$ cat config.mk
export PLATFORM = sky130hd
export DESIGN_NAME = imm_extend_pipe
export DESIGN_NICKNAME = d
export VERILOG_FILES = /design/src/rtl/imm_extend_pipe.sv
export SDC_FILE = /design/constraint.sdc
export NUM_CORES = 1
export LEC_CHECK = 0
export ABC_AREA = 1
export BUFFER_PORTS_ARGS = -buffer_cell sky130_fd_sc_hd__buf_2
export CAP_MARGIN = 40
export CORE_MARGIN = 5
export CORE_UTILIZATION = 35
export CTS_CLUSTER_DIAMETER = 150
export DETAILED_ROUTE_END_ITERATION = 8
export GPL_ROUTABILITY_DRIVEN = 0
export PLACE_DENSITY = 0.57
export SYNTH_ARGS = -nofsm -noshare
export SYNTH_HDL_FRONTEND = slang
export SYNTH_SLANG_ARGS = --single-unit
export TNS_END_PERCENT = 20
$ cat constraint.sdc
create_clock -name clk -period 1.5 [get_ports clk]
set_clock_uncertainty 0.05 [all_clocks]
set_input_delay 0 -clock clk [delete_from_list [all_inputs] [get_ports clk]]
set_output_delay 0 -clock clk [all_outputs]
set_load 0.1 [all_outputs]
$ cat src/rtl/imm_extend_pipe.sv
// imm_extend_pipe: registered immediate extension with a
// 2-entry output buffer and synchronous flush.
module imm_extend_pipe #(
  parameter int IN_W  = 16,
  parameter int OUT_W = 32,
  parameter int TAG_W = 5
) (
  input  logic             clk,
  input  logic             rst_n,
  input  logic             flush,
  input  logic             in_valid,
  output logic             in_ready,
  input  logic [IN_W-1:0]  in_imm,
  input  logic [1:0]       in_mode,
  input  logic [TAG_W-1:0] in_tag,
  output logic             out_valid,
  input  logic             out_ready,
  output logic [OUT_W-1:0] out_data,
  output logic [TAG_W-1:0] out_tag,
  output logic [1:0]       occupancy
);

  typedef struct packed {
    logic [OUT_W-1:0] data;
    logic [TAG_W-1:0] tag;
  } ent_t;

  localparam int PAD = OUT_W - IN_W;

  ent_t       buf_q [2];
  logic       head_q;
  logic       tail_q;
  logic [1:0] cnt_q;

  logic [OUT_W-1:0] sx;
  logic [OUT_W-1:0] ext;
  logic             push;
  logic             pop;

  assign in_ready  = (cnt_q != 2'd2);
  assign out_valid = (cnt_q != 2'd0);
  assign occupancy = cnt_q;
  assign out_data  = buf_q[head_q].data;
  assign out_tag   = buf_q[head_q].tag;
  assign push      = in_valid & in_ready;
  assign pop       = out_valid & out_ready;

  // Decode the extension mode into the result word.
  always_comb begin
    sx  = {{PAD{in_imm[IN_W-1]}}, in_imm};
    ext = sx;
    unique case (1'b1)
      in_mode == 2'd0: ext = sx;
      in_mode == 2'd1: ext = {{PAD{1'b0}}, in_imm};
      in_mode == 2'd2: ext = {in_imm, {PAD{1'b0}}};
      in_mode == 2'd3: ext = {sx[OUT_W-3:0], 2'b00};
      default:         ext = sx;
    endcase
  end

  // FIFO state: pointers, count and entry storage.
  always_ff @(posedge clk or negedge rst_n) begin
    if (!rst_n) begin
      head_q   <= 1'b0;
      tail_q   <= 1'b0;
      cnt_q    <= 2'd0;
      buf_q[0] <= '0;
      buf_q[1] <= '0;
    end else if (flush) begin
      head_q <= 1'b0;
      tail_q <= 1'b0;
      cnt_q  <= 2'd0;
    end else begin
      if (push) begin
        buf_q[tail_q] <= '{data: ext, tag: in_tag};
        tail_q        <= ~tail_q;
      end
      if (pop) head_q <= ~head_q;
      unique case ({push, pop})
        2'b10:   cnt_q <= cnt_q + 2'd1;
        2'b01:   cnt_q <= cnt_q - 2'd1;
        default: cnt_q <= cnt_q;
      endcase
    end
  end

endmodule

After elaboration in Yosys (flattened, before gate mapping)
Cells that the tools add are included.
{ "totals": {"ff_bits": 78, "output_inout_bits": 41, "wordCells": 44} }
{ "op_classes": {"addsub": 2, "n_lt_le_gt_ge": 3, "n_eq_ne": 6, "n_mux": 13, "n_bitwise": 7, "reduce_logical": 6} }
{ "op_table": {"columns": ["cell", "count"], "rows": [
  ["$mux W37", 4],
  ["$pmux W32 S3", 1],
  ["$bwmux W74", 1],
  ["$demux W37 S1", 1],
  ["$eq A2 B2 Y1 const B", 3],
  ["$reduce_bool A2 Y1", 3],
  ["$eq A2 B1 Y1 const B", 2],
  ["$ge A2 B2 Y1 const B", 2],
  ["$mux W1", 4],
  ["$not A1 Y2", 2],
  ["$pmux W2 S2", 1],
  ["$not A1 Y1", 3],
  ["$reduce_bool A3 Y1", 1],
  ["$add A2 B1 Y2 const B", 1],
  ["$and A1 B1 Y1", 2],
  ["$lt A2 B1 Y1 const B", 1],
  ["$mux W2", 1],
  ["$ne A2 B2 Y1 const B", 1],
  ["$reduce_and A2 Y1", 1],
  ["$sub A2 B1 Y2 const B", 1],
  ["$logic_and A1 B1 Y1", 1]
]} }

Depth between registers and ports, before layout
{ "depth": {"ltp_word": 6, "ltp_mapped": 9, "depth_no_buf": 8} }

Least setup slack after synthesis
OpenSTA, ideal clock, no wires.
{ "synth_timing": {"path_type": "reg-to-output", "startpoint": "register head_q", "endpoint": "output port out_data[29]", "arrival_ns": 2.879, "slack_ns": -1.429, "stages_incl_launch_ff": 4, "path_buffers": 2, "cell_sequence": "dfrtp_1 clkbuf_1 clkbuf_1 o21ai_0"} }
{ "synth_via": {"elab_chain_cells": 4} }
{ "synth_lines": {"columns": ["element", "line_no", "rtl"], "rows": [
  ["start, declared", "31", "logic head_q;"],
  ["start signal, assigned", "78", "if (pop) head_q <= ~head_q;"],
  ["$not A1 Y2 (implied by the code)", "43", "assign out_data = buf_q[head_q].data;"],
  ["$mux W37 (3 in a row)", null, null],
  ["end, declared", "18", "output logic [OUT_W-1:0] out_data,"]
]} }
No other way between the ends. The select of a mux whose other input is x is not followed.

Final worst setup path
{ "layout_timing": {"startpoint": "register head_q", "endpoint": "output port out_data[1]"} }
The elaborated chain is that of the path after synthesis.

==> summary.txt <==
Final layout
  – # fillers: 952
  – Area Overhead vs Synth: 45.4%
  – ANT cells: 0
  – Register Area: 1960 sq um
  – Nets: 602
  – Ratio of cells with drive above 1 in the final layout: 0.257
  – Post-layout util: 0.522
  – Multi-input gate area: 1560 sq um
  – Final Cell Area: 5420 sq um

Routing
  – DRC marker count from the first detailed-route iteration: 147
  – Routed Wire Length: 9560 um
  – Via/cell ratio: 4.69
  – Routed len/inst: 13.4 um
  – Routed Antenna Nets: 0
  – DRT Pass-1 Iters: 4
  – Routed via count: 3,350
  – DRC: 0

Synthesis
  – Top cells by count, synth: 202 x nand2_1, 78 x dfrtp_1, 65 x o21ai_0
  – Seq/Total Area, Yosys: 0.524
  – Mapped Area: 3730 sq um
  – YS warnings: 0
  – Area leader, netlist: dfrtp_1
  – Synth top area cells: dfrtp_1 52%, nand2_1 20%, o21ai_0 8.7%
  – Synth Net Count: 521
  – Most frequent cell after synthesis: nand2_1
  – Average cell area after synthesis: 7.56 sq um
  – Post-synth top area share: 0.524
  – Post-Synthesis Cells: 493
  – Flop and latch count out of synthesis: 78
  – Post-synth EDFFs: 0
  – Synth Flop Type: dfrtp_1
  – Post-synth ARST share: 1.00
  – Unique cell type count in the Yosys netlist: 19

Timing
  – Unrepaired setup endpoints after global routing: yes
  – Post-route minimum period: 1.53 ns
  – Period utilization: 1.02
  – Setup_tns: -0.110 ns
  – Max-slew violations: 0
  – Final worst slack: -0.0272 ns
  – Final Hold Vio Count: 0
  – Max-slew headroom at the worst pin: 0.677
  – Worst Tran Pin Value: 0.488 ns
  – Fmax: 655 MHz
  – Final setup viols: 8

Placement
  – I/O Buffers: 68
  – Placed Area: 4890 sq um
  – DP Worst Slack: 0.0714 ns
  – HPWL after DPL: 6620 um

Die
  – I/O pin count: 69
  – Core Region: 10,400 sq um
  – Die span in y: 113 um
  – Initial Util: 0.359
  – Die area: 12,800 sq um
  – Die Wd: 113 um
  – FP Rows: 37

GRT
  – Tot GR Track Use: 0.157
  – Vias in the first global route: 3,312
  – Largest net degree at the start of global routing: 79
  – First-pass GRT wire length: 16,500 um
  – Initial antenna violation count: 0
  – GR Overflow Total: 0

Clocking
  – Clk sinks: 78
  – CTS H-Tree Depth: 3
  – Clk root buf: clkbuf_8
  – Clock Latency Late Sink: 0.34 ns
  – Total CTS buffers: 9
  – Clk buf depth: 2
  – CTS clock-pin slew for the worst setup and hold paths: 0.09 ns
  – TritonCTS clock tree: done

Setup path
  – Largest delay contributor family on the critical path: flip-flops
  – Startpoint types: register
  – Max Fanout on Critical Path: 27
  – Arr. time, crit path: 1.48 ns
  – CP Capture Type: primary output
  – CP most frequent cell: buf_12
  – Crit Path Category: reg2out
  – Crit path required time: 1.45 ns
  – Crit-path slowest cell: dfrtp_2
  – CP cell instances: buf_12 -> o21ai_2 -> buf_12
  – CP peak stage delay: 0.50 ns
  – Worst Path Buf+Inv: 2

Run
  – MaxCap Viol Count: 0

Min path
  – Hold Path Class: in2reg

Outcome
  – Outcome: complete, but fails checks
  – Failing checks: negative setup slack
## kinds of logic after synthesis
family	synth area share
AO/OA/AOI/OAI	0.147
buffers and inverters	0.0980
flip-flops	0.524
AND/OR/NAND/NOR	0.231
## state kept, by name (all words and copies together) (netlist names)
signal     count
buf_q         74
occupancy      2
head_q         1
tail_q         1
## placed cells by master, fill, tap and decap left out
cell and count:
clkbuf_8 9, dlygate4sd3_1 13, buf_6 3, nand3_1 2, dfrtp_1 75, dfrtp_2 1
o21ai_0 40, inv_2 3, nor2_2 1, inv_4 2, buf_4 8, o21ai_2 16
buf_12 43, buf_2 30, nand2_2 18, nand2_1 184, o21ai_1 31, dfrtp_4 2
clkinv_4 2, nor2_8 1, nand2_8 2, o21ai_4 2, bufinv_16 3, inv_1 59
clkinv_2 1, nor3_4 1, o22ai_1 15, inv_6 1, nor2_1 9, a21oi_1 2
## timing repair
item	CTS	global route
gates cloned	0	0
hold buffers	13	0
setup endpoints to repair	34	64
hold endpoints to repair	95	0
pin swaps	0	0
resized for setup	30	14
buffers inserted	2	0
## worst paths after layout
| check | end | from | cells after the start | slack (ns) |
|---|---|---|---|---|
| min in group asynchronous | buf_q[3] | rst_n | 3 | 0.16 |
| worst max-delay path | out_data[1] | head_q | 3 | -0.03 |
| max in group asynchronous | occupancy[0] | rst_n | 3 | 0.89 |
| worst min register to register | buf_q[5] | buf_q[5] | 2 | 0.43 |
| worst min-delay path | buf_q[17] | in_imm[12] | 5 | 0.02 |
| worst max register to register | buf_q[39] | occupancy[1] | 7 | 0.06 |
## tightest hold or removal path, cell delays in order
cell	delay (ns)
buf_2	0.10
inv_1	0.08
o22ai_1	0.08
inv_1	0.07
o21ai_1	0.05
## cell type report
cell class              count  area share
clock inverters             7      0.0224
inverters                  64      0.0453
clock buffers               9      0.0229
well taps                 136      0.0314
flip-flops and latches     78       0.362
multi-input cells         324       0.288
repair buffers             97       0.228
## metal layers
layer  wire [um]  up-vias  global-route usage
met4         164        0              0.0529
met5           0        -                   0
met3         494       14              0.0278
met2        4370       94               0.235
li1            -     1689                   -
met1        4540     1553               0.231
## stage by stage
step | hold slack, ns | instances
final | 0.0183 | 715
after floorplan | -0.346 | 493
after CTS | 0.00297 | 715
after global routing | 0.0374 | 715
after detailed placement | 0.00453 | 684
after global placement | 0.00832 | 684
Power is left out: the tool's default activity adds up to more than one toggle a clock period on the data nets, which glitch-free logic cannot reach.
